File: config.mk
export PLATFORM = sky130hd
export DESIGN_NAME = top_bounce
export DESIGN_NICKNAME = d
export VERILOG_FILES = /design/src/rtl/top_bounce.sv
export SDC_FILE = /design/constraint.sdc
export NUM_CORES = 1
export LEC_CHECK = 0
export ABC_AREA = 1
export CORE_MARGIN = 4
export CORE_UTILIZATION = 49
export CTS_BUF_LIST = sky130_fd_sc_hd__clkbuf_2
export CTS_CLUSTER_DIAMETER = 60
export DETAILED_ROUTE_END_ITERATION = 8
export GPL_ROUTABILITY_DRIVEN = 0
export PLACE_DENSITY = 0.79
export SLEW_MARGIN = 20
export SYNTH_ARGS = -nofsm -noshare
export SYNTH_HDL_FRONTEND = slang
export SYNTH_SLANG_ARGS = --single-unit
File: constraint.sdc
create_clock -name clk_pix -period 2.2 [get_ports clk_pix]
set_input_delay 0.22 -clock clk_pix [delete_from_list [all_inputs] [get_ports clk_pix]]
set_output_delay 0.22 -clock clk_pix [all_outputs]
set_load 0.05 [all_outputs]
File: src/rtl/top_bounce.sv
`default_nettype none
// ============================================================================
//  Module   : top_bounce
//  Purpose  : Bouncing-square demo renderer. A Q_SIZE x Q_SIZE square moves
//             Q_SPEED pixels per axis once per frame, reverses at the screen
//             edges and changes colour on every frame that contains a bounce.
//             Pixel colour is produced by a 2-stage pipeline that runs in
//             step with the incoming display coordinates.
//  Revision : 1.0 - initial release
// ----------------------------------------------------------------------------
//  Ports
//    clk_pix     in   1      pixel clock (only clock)
//    sim_rst     in   1      asynchronous active-high reset
//    sx, sy      in   CORDW  current screen position
//    de          in   1      data enable, low in blanking
//    pause       in   1      freezes motion while high
//    sdl_sx/sy   out  CORDW  sx/sy delayed 2 cycles
//    sdl_de      out  1      de delayed 2 cycles
//    sdl_r/g/b   out  8      pixel colour, 2-cycle latency
//    qx, qy      out  CORDW  square top-left
//    bounce_cnt  out  8      count of frames containing a bounce (wraps)
// ============================================================================
module top_bounce #(
    parameter int CORDW   = 10,
    parameter int H_RES   = 640,
    parameter int V_RES   = 480,
    parameter int Q_SIZE  = 200,
    parameter int Q_SPEED = 2,
    parameter int INIT_X  = 220,
    parameter int INIT_Y  = 140
) (
    input  logic             clk_pix,
    input  logic             sim_rst,
    input  logic [CORDW-1:0] sx,
    input  logic [CORDW-1:0] sy,
    input  logic             de,
    input  logic             pause,
    output logic [CORDW-1:0] sdl_sx,
    output logic [CORDW-1:0] sdl_sy,
    output logic             sdl_de,
    output logic [7:0]       sdl_r,
    output logic [7:0]       sdl_g,
    output logic [7:0]       sdl_b,
    output logic [CORDW-1:0] qx,
    output logic [CORDW-1:0] qy,
    output logic [7:0]       bounce_cnt
);

    // Extended width so edge sums cannot overflow the coordinate range.
    localparam int EW = CORDW + 1;

    localparam logic [EW-1:0]    c_H_RES_E   = EW'(H_RES);
    localparam logic [EW-1:0]    c_V_RES_E   = EW'(V_RES);
    localparam logic [EW-1:0]    c_SIZE_E    = EW'(Q_SIZE);
    localparam logic [EW-1:0]    c_SPEED_E   = EW'(Q_SPEED);
    localparam logic [CORDW-1:0] c_SPEED     = CORDW'(Q_SPEED);
    localparam logic [CORDW-1:0] c_INIT_X    = CORDW'(INIT_X);
    localparam logic [CORDW-1:0] c_INIT_Y    = CORDW'(INIT_Y);
    localparam logic [CORDW-1:0] c_TICK_SY   = CORDW'(V_RES);

    // ------------------------------------------------------------------------
    // Elaboration-time parameter legality
    // ------------------------------------------------------------------------
    if (Q_SPEED < 1) begin : g_bad_speed
        $error("top_bounce: Q_SPEED must be >= 1");
    end
    if (Q_SIZE + 2 * Q_SPEED >= H_RES || Q_SIZE + 2 * Q_SPEED >= V_RES) begin : g_bad_size
        $error("top_bounce: Q_SIZE + 2*Q_SPEED must be below H_RES and V_RES");
    end
    if (INIT_X + Q_SIZE >= H_RES || INIT_Y + Q_SIZE >= V_RES) begin : g_bad_init
        $error("top_bounce: initial square position must lie on screen");
    end

    // ------------------------------------------------------------------------
    // Motion state
    // ------------------------------------------------------------------------
    logic [CORDW-1:0] qx_q, qx_d;
    logic [CORDW-1:0] qy_q, qy_d;
    logic             dx_q, dx_d;
    logic             dy_q, dy_d;
    logic [1:0]       col_q, col_d;
    logic [7:0]       bcnt_q, bcnt_d;

    logic             tick;
    logic [EW-1:0]    qx_e, qy_e;
    logic             rev_x, rev_y;

    // The tick lands in vertical blanking, so a visible frame never sees
    // two different square positions.
    assign tick = (sx == '0) && (sy == c_TICK_SY) && !pause;
    assign qx_e = {1'b0, qx_q};
    assign qy_e = {1'b0, qy_q};

    always_comb begin
        qx_d   = qx_q;
        qy_d   = qy_q;
        dx_d   = dx_q;
        dy_d   = dy_q;
        col_d  = col_q;
        bcnt_d = bcnt_q;
        rev_x  = 1'b0;
        rev_y  = 1'b0;
        if (tick) begin
            if (dx_q) begin
                if (qx_e + c_SIZE_E + c_SPEED_E >= c_H_RES_E) begin
                    dx_d  = 1'b0;
                    qx_d  = qx_q - c_SPEED;
                    rev_x = 1'b1;
                end else begin
                    qx_d = qx_q + c_SPEED;
                end
            end else begin
                if (qx_e < c_SPEED_E) begin
                    dx_d  = 1'b1;
                    qx_d  = qx_q + c_SPEED;
                    rev_x = 1'b1;
                end else begin
                    qx_d = qx_q - c_SPEED;
                end
            end

            if (dy_q) begin
                if (qy_e + c_SIZE_E + c_SPEED_E >= c_V_RES_E) begin
                    dy_d  = 1'b0;
                    qy_d  = qy_q - c_SPEED;
                    rev_y = 1'b1;
                end else begin
                    qy_d = qy_q + c_SPEED;
                end
            end else begin
                if (qy_e < c_SPEED_E) begin
                    dy_d  = 1'b1;
                    qy_d  = qy_q + c_SPEED;
                    rev_y = 1'b1;
                end else begin
                    qy_d = qy_q - c_SPEED;
                end
            end

            // A corner reverses both axes but still counts as one bounce.
            if (rev_x || rev_y) begin
                bcnt_d = bcnt_q + 8'd1;
                col_d  = col_q + 2'd1;
            end
        end
    end

    always_ff @(posedge clk_pix or posedge sim_rst) begin
        if (sim_rst) begin
            qx_q   <= c_INIT_X;
            qy_q   <= c_INIT_Y;
            dx_q   <= 1'b1;
            dy_q   <= 1'b1;
            col_q  <= 2'd0;
            bcnt_q <= 8'd0;
        end else begin
            qx_q   <= qx_d;
            qy_q   <= qy_d;
            dx_q   <= dx_d;
            dy_q   <= dy_d;
            col_q  <= col_d;
            bcnt_q <= bcnt_d;
        end
    end

    assign qx         = qx_q;
    assign qy         = qy_q;
    assign bounce_cnt = bcnt_q;

    // ------------------------------------------------------------------------
    // Stage 1: register coordinates and the inside-square test
    // ------------------------------------------------------------------------
    logic [CORDW-1:0] s1_sx_q, s1_sy_q;
    logic             s1_de_q, s1_sq_q;
    logic             square;
    logic [EW-1:0]    sx_e, sy_e;

    assign sx_e   = {1'b0, sx};
    assign sy_e   = {1'b0, sy};
    assign square = (sx_e >= qx_e) && (sx_e < qx_e + c_SIZE_E) &&
                    (sy_e >= qy_e) && (sy_e < qy_e + c_SIZE_E);

    always_ff @(posedge clk_pix or posedge sim_rst) begin
        if (sim_rst) begin
            s1_sx_q <= '0;
            s1_sy_q <= '0;
            s1_de_q <= 1'b0;
            s1_sq_q <= 1'b0;
        end else begin
            s1_sx_q <= sx;
            s1_sy_q <= sy;
            s1_de_q <= de;
            s1_sq_q <= square;
        end
    end

    // ------------------------------------------------------------------------
    // Stage 2: colour lookup and output registers
    // ------------------------------------------------------------------------
    logic [3:0] r4, g4, b4;

    always_comb begin
        r4 = 4'h1;
        g4 = 4'h3;
        b4 = 4'h7;
        if (!s1_de_q) begin
            r4 = 4'h0;
            g4 = 4'h0;
            b4 = 4'h0;
        end else if (s1_sq_q) begin
            case (col_q)
                2'd0:    begin r4 = 4'hF; g4 = 4'hF; b4 = 4'hF; end
                2'd1:    begin r4 = 4'hF; g4 = 4'h4; b4 = 4'h4; end
                2'd2:    begin r4 = 4'h4; g4 = 4'hF; b4 = 4'h4; end
                default: begin r4 = 4'hF; g4 = 4'hF; b4 = 4'h4; end
            endcase
        end
    end

    always_ff @(posedge clk_pix or posedge sim_rst) begin
        if (sim_rst) begin
            sdl_sx <= '0;
            sdl_sy <= '0;
            sdl_de <= 1'b0;
            sdl_r  <= 8'h00;
            sdl_g  <= 8'h00;
            sdl_b  <= 8'h00;
        end else begin
            sdl_sx <= s1_sx_q;
            sdl_sy <= s1_sy_q;
            sdl_de <= s1_de_q;
            sdl_r  <= {2{r4}};
            sdl_g  <= {2{g4}};
            sdl_b  <= {2{b4}};
        end
    end

endmodule
`default_nettype wire
==> out/qor.log <==
qor: sta.period_needed 2420 ps
qor: sta.max-slew-margin-rel 0.654
qor: clock_network.tritoncts_buffer_count 9
qor: worst_setup_path.cp_max_fanout 6
qor: sta.worst_clock_skew 26.9 ps
qor: hold_path.path_class_of_the_lowest_slack_min_delay_path in2reg
qor: die.floorplan.core_area 10,300 um^2
qor: power.net_sw_frac 0.280
qor: die.die-width 111 um
qor: worst_setup_path.most_frequent_cell_on_the_critical_path nand2_4
qor: clock_network.clkLatencyLatePin 550 ps
qor: logic_synthesis.yosys.area.top_type dfrtp_1
qor: route.drt_first_iter_violations 273
qor: placement.io_buffers 94
qor: logic_synthesis.yosysWarningCount 0
qor: route.drt-wirelength-per-cell 16.9 um
qor: die.io_pins 97
qor: worst_setup_path.setup.worst_path.start_class flop
qor: die.height_of_the_die 111 um
qor: worst_setup_path.worst-endpoint-required 2640 ps
qor: worst_setup_path.cp_slowest_cell dfstp_2
qor: sta.setup-tns-final -4160 ps
qor: final_layout.area_delta_synth_final 41.0%
qor: clock_network.clockBufferDepth 2
qor: route.routed_wirelength 15,400 um
qor: clock_network.clock_sinks 80
qor: clock_network.ctsRootBufferMaster clkbuf_2
qor: logic_synthesis.post_synth.cell_area_avg 8.26 um^2
qor: sta.timing.fmax 413 MHz
qor: logic_synthesis.synth_sequential_area_ratio 0.388
qor: power.power_leakage 3.52 nW
qor: route.detail_route.vias_per_cell 5.43
qor: logic_synthesis.post_synthesis_cell_type_count 45
qor: sta.finalHoldViolations 0
qor: sta.setup_viol 28
qor: logic_synthesis.top_post_synthesis_cells_by_area dfrtp_1 34%, ha_1 11%, nand2_1 9.2%
qor: final_layout.post_route_cells_drive_above_1_share 0.298
qor: global_route.grt_first_pass_wirelength 24,800 um
qor: global_route.grt_use_total 0.245
qor: job.cap_violations 0
qor: run_status.status finished, violations left
qor: power.pwr-share-seq 0.538
qor: logic_synthesis.synth-async-reset-ratio 1.00
qor: sta.finalCritPeriodShare 1.10
qor: global_route.pin_count_of_the_biggest_net_entering_global_routing 37
qor: worst_setup_path.max_stage_delay 630 ps
qor: power.clkPwrFrac 0.318
qor: sta.postLayoutSetupSlackWorst -218 ps
qor: global_route.gr-total-overflow 0
qor: worst_setup_path.crit_type reg2reg
qor: logic_synthesis.synth_top_cell_area_share 0.337
qor: sta.grt_setup_unrepaired yes
qor: logic_synthesis.synth_edf_count 0
qor: worst_setup_path.worst_setup_path_end_kind flop
qor: logic_synthesis.syn_area 5190 um^2
qor: placement.place.detailed.hpwl 11,000 um
qor: worst_setup_path.critPathArrivalTime 2860 ps
qor: worst_setup_path.path_cells buf_6 -> ha_4 -> nand2_4 -> buf_6 -> nand2_2 -> nand2_2 -> nand2_4 -> inv_2 -> nand3_1 -> nand2_1 -> nand2_1 -> inv_2 -> nand2_4 -> nand2_4 -> nand2_2 -> nand3_4 -> buf_6 -> nand3_2 -> nand2_1
qor: clock_network.path_clk_slew 230 ps
qor: logic_synthesis.synth_cells 629
qor: global_route.number_of_global_route_vias_before_repair 5,180
qor: final_layout.fillerInstances 705
qor: sta.timing.final.max_slew_violations 0
qor: logic_synthesis.synthFlopType dfrtp_1
qor: power.combinational_cell_fraction_of_total_power 0.144
qor: die.fp-row-count 37
qor: sta.worst_slew_pin_slew 519 ps
qor: power.p_switching 0.799 mW
qor: global_route.grt_antenna_before_repair 0
qor: sta.holdWs 109 ps
qor: route.route.antenna.remaining_nets 0
qor: final_layout.antennaDiodeCount 0
qor: clock_network.htreeDepth 3
qor: run_status.violations_in_the_final_reports setup timing
qor: power.irDropWorstVdd 0.287 mV
qor: route.drc 0
qor: clock_network.cts_tree yes
qor: logic_synthesis.ys_ff_latch 80
qor: die.floorplan.initialDensity 0.503
qor: final_layout.fin_nets 840
qor: power.power_report.internal_total 2.05 mW
qor: route.first_pass_iters 5
qor: route.routed-via-count 4,952
qor: power.p_per_area 389 nW/um^2
qor: die.floorplan.die_area 12,300 um^2
qor: worst_setup_path.regToRegSetupSlack -220 ps
[power by group through the flow]
stage	sequential (mW)	combinational [mW]	clock (mW)
CTS	1.53	0.410	0.916
detailed placement	1.56	0.404	0
global route	1.54	0.438	0.986
finish	1.53	0.411	0.904
global placement	1.56	0.395	0
floorplan	1.64	0.152	0
[final cells by class]
class	count	area, um^2	area share
clock buffer	11	55.1	0.00752
clock inverter	5	81.3	0.0111
tap	136	170	0.0232
multi-input combinational	437	3130	0.427
sequential	80	2020	0.276
timing repair buffer	162	1560	0.212
inverter	81	313	0.0427
[path summary, 6_finish.rpt]
check | from | to | cells past startpoint
worst max-delay path | qx[3] | col_q[1] | 19
worst min-delay path | de | s1_de_q | 1
worst max register to register | qx[3] | col_q[1] | 19
worst min register to register | s1_sx_q[5] | sdl_sx[5] | 0
max in group asynchronous | sim_rst | dy_q | 4
min in group asynchronous | sim_rst | s1_sy_q[0] | 3
[what timing repair did]
item                                    CTS  global route
endpoints found under the setup margin   39            30
hold buffers                              1             0
gates resized for setup                  79            40
pin swaps                                19            26
setup buffers                             6             2
endpoints found under the hold margin    11             0
[synth_stat cells (6+ instances only)]
cell	n
a21oi_1	24
buf_2	8
buf_4	20
dfrtp_1	70
dfstp_2	10
ha_1	45
inv_1	68
inv_2	13
nand2_1	127
nand2_2	12
nand3_1	61
nand3_2	7
nand4_1	14
nor2_1	31
nor3_1	10
nor4_1	6
o21ai_0	20
xnor2_1	6
xor2_1	24
[critical path: cells and delay by family (launching register included)]
kind,cells,cell delay [ps]
flops,1,630
fa+ha+maj,1,150
buf+inv,5,550
simple gates,13,970
[registers in the layout, indices dropped and copies added (netlist names)]
name and count:
dy_q 1, sdl_g 3, dx_q 1, sdl_b 3, sdl_r 2, s1_sx_q 10
bounce_cnt 8, s1_sq_q 1, col_q 2, s1_de_q 1, sdl_sx 10, s1_sy_q 10
qy 9, qx 9, sdl_sy 10
[per-layer routing]
layer  part of all wire  global-route usage
met1               0.39               0.280
met3              0.055              0.0393
met2               0.52               0.441
met4              0.040               0.119
met5                  0                   0
[cell usage in the layout (no fill, tap or decap), drive strengths merged, types with 3 or more instances in the layout]
cell type / instances
nand3: 68
nand4: 14
nand2: 143
clkdlybuf4s50: 79
or2: 3
a21boi: 4
xnor2: 6
inv: 80
ha: 45
dfrtp: 70
nand3b: 5
dfstp: 10
o21a: 4
nor2: 41
xor2: 24
a21oi: 25
clkbuf: 11
dlygate4sd2: 12
nor4: 6
buf: 68
o21ai: 23
nor3: 11
[stage by stage]
stage / power, mW / setup WS (ps) / area, um^2 / utilization / std cells
finish: 2.85 / -218 / 7320 / 0.709 / 912
global route: 2.96 / -313 / 7320 / 0.709 / 912
CTS: 2.86 / -176 / 7170 / 0.694 / 910
detailed placement: 1.96 / -249 / 6710 / 0.650 / 887
global placement: 1.95 / -114 / 6710 / 0.650 / 887
floorplan: 1.79 / -230 / 5340 / - / 630
[cells by family after synthesis]
family,count (synthesis),synth area share
and+or+nand+nor,295,0.280
buffers and inverters,113,0.101
DFF,80,0.388
AOI/OAI and AO/OA,65,0.0720
adders and majority gates,45,0.108
xor gates and xnor gates,30,0.0506
other,1,0.000722
(Power assumes the default switching activity.)
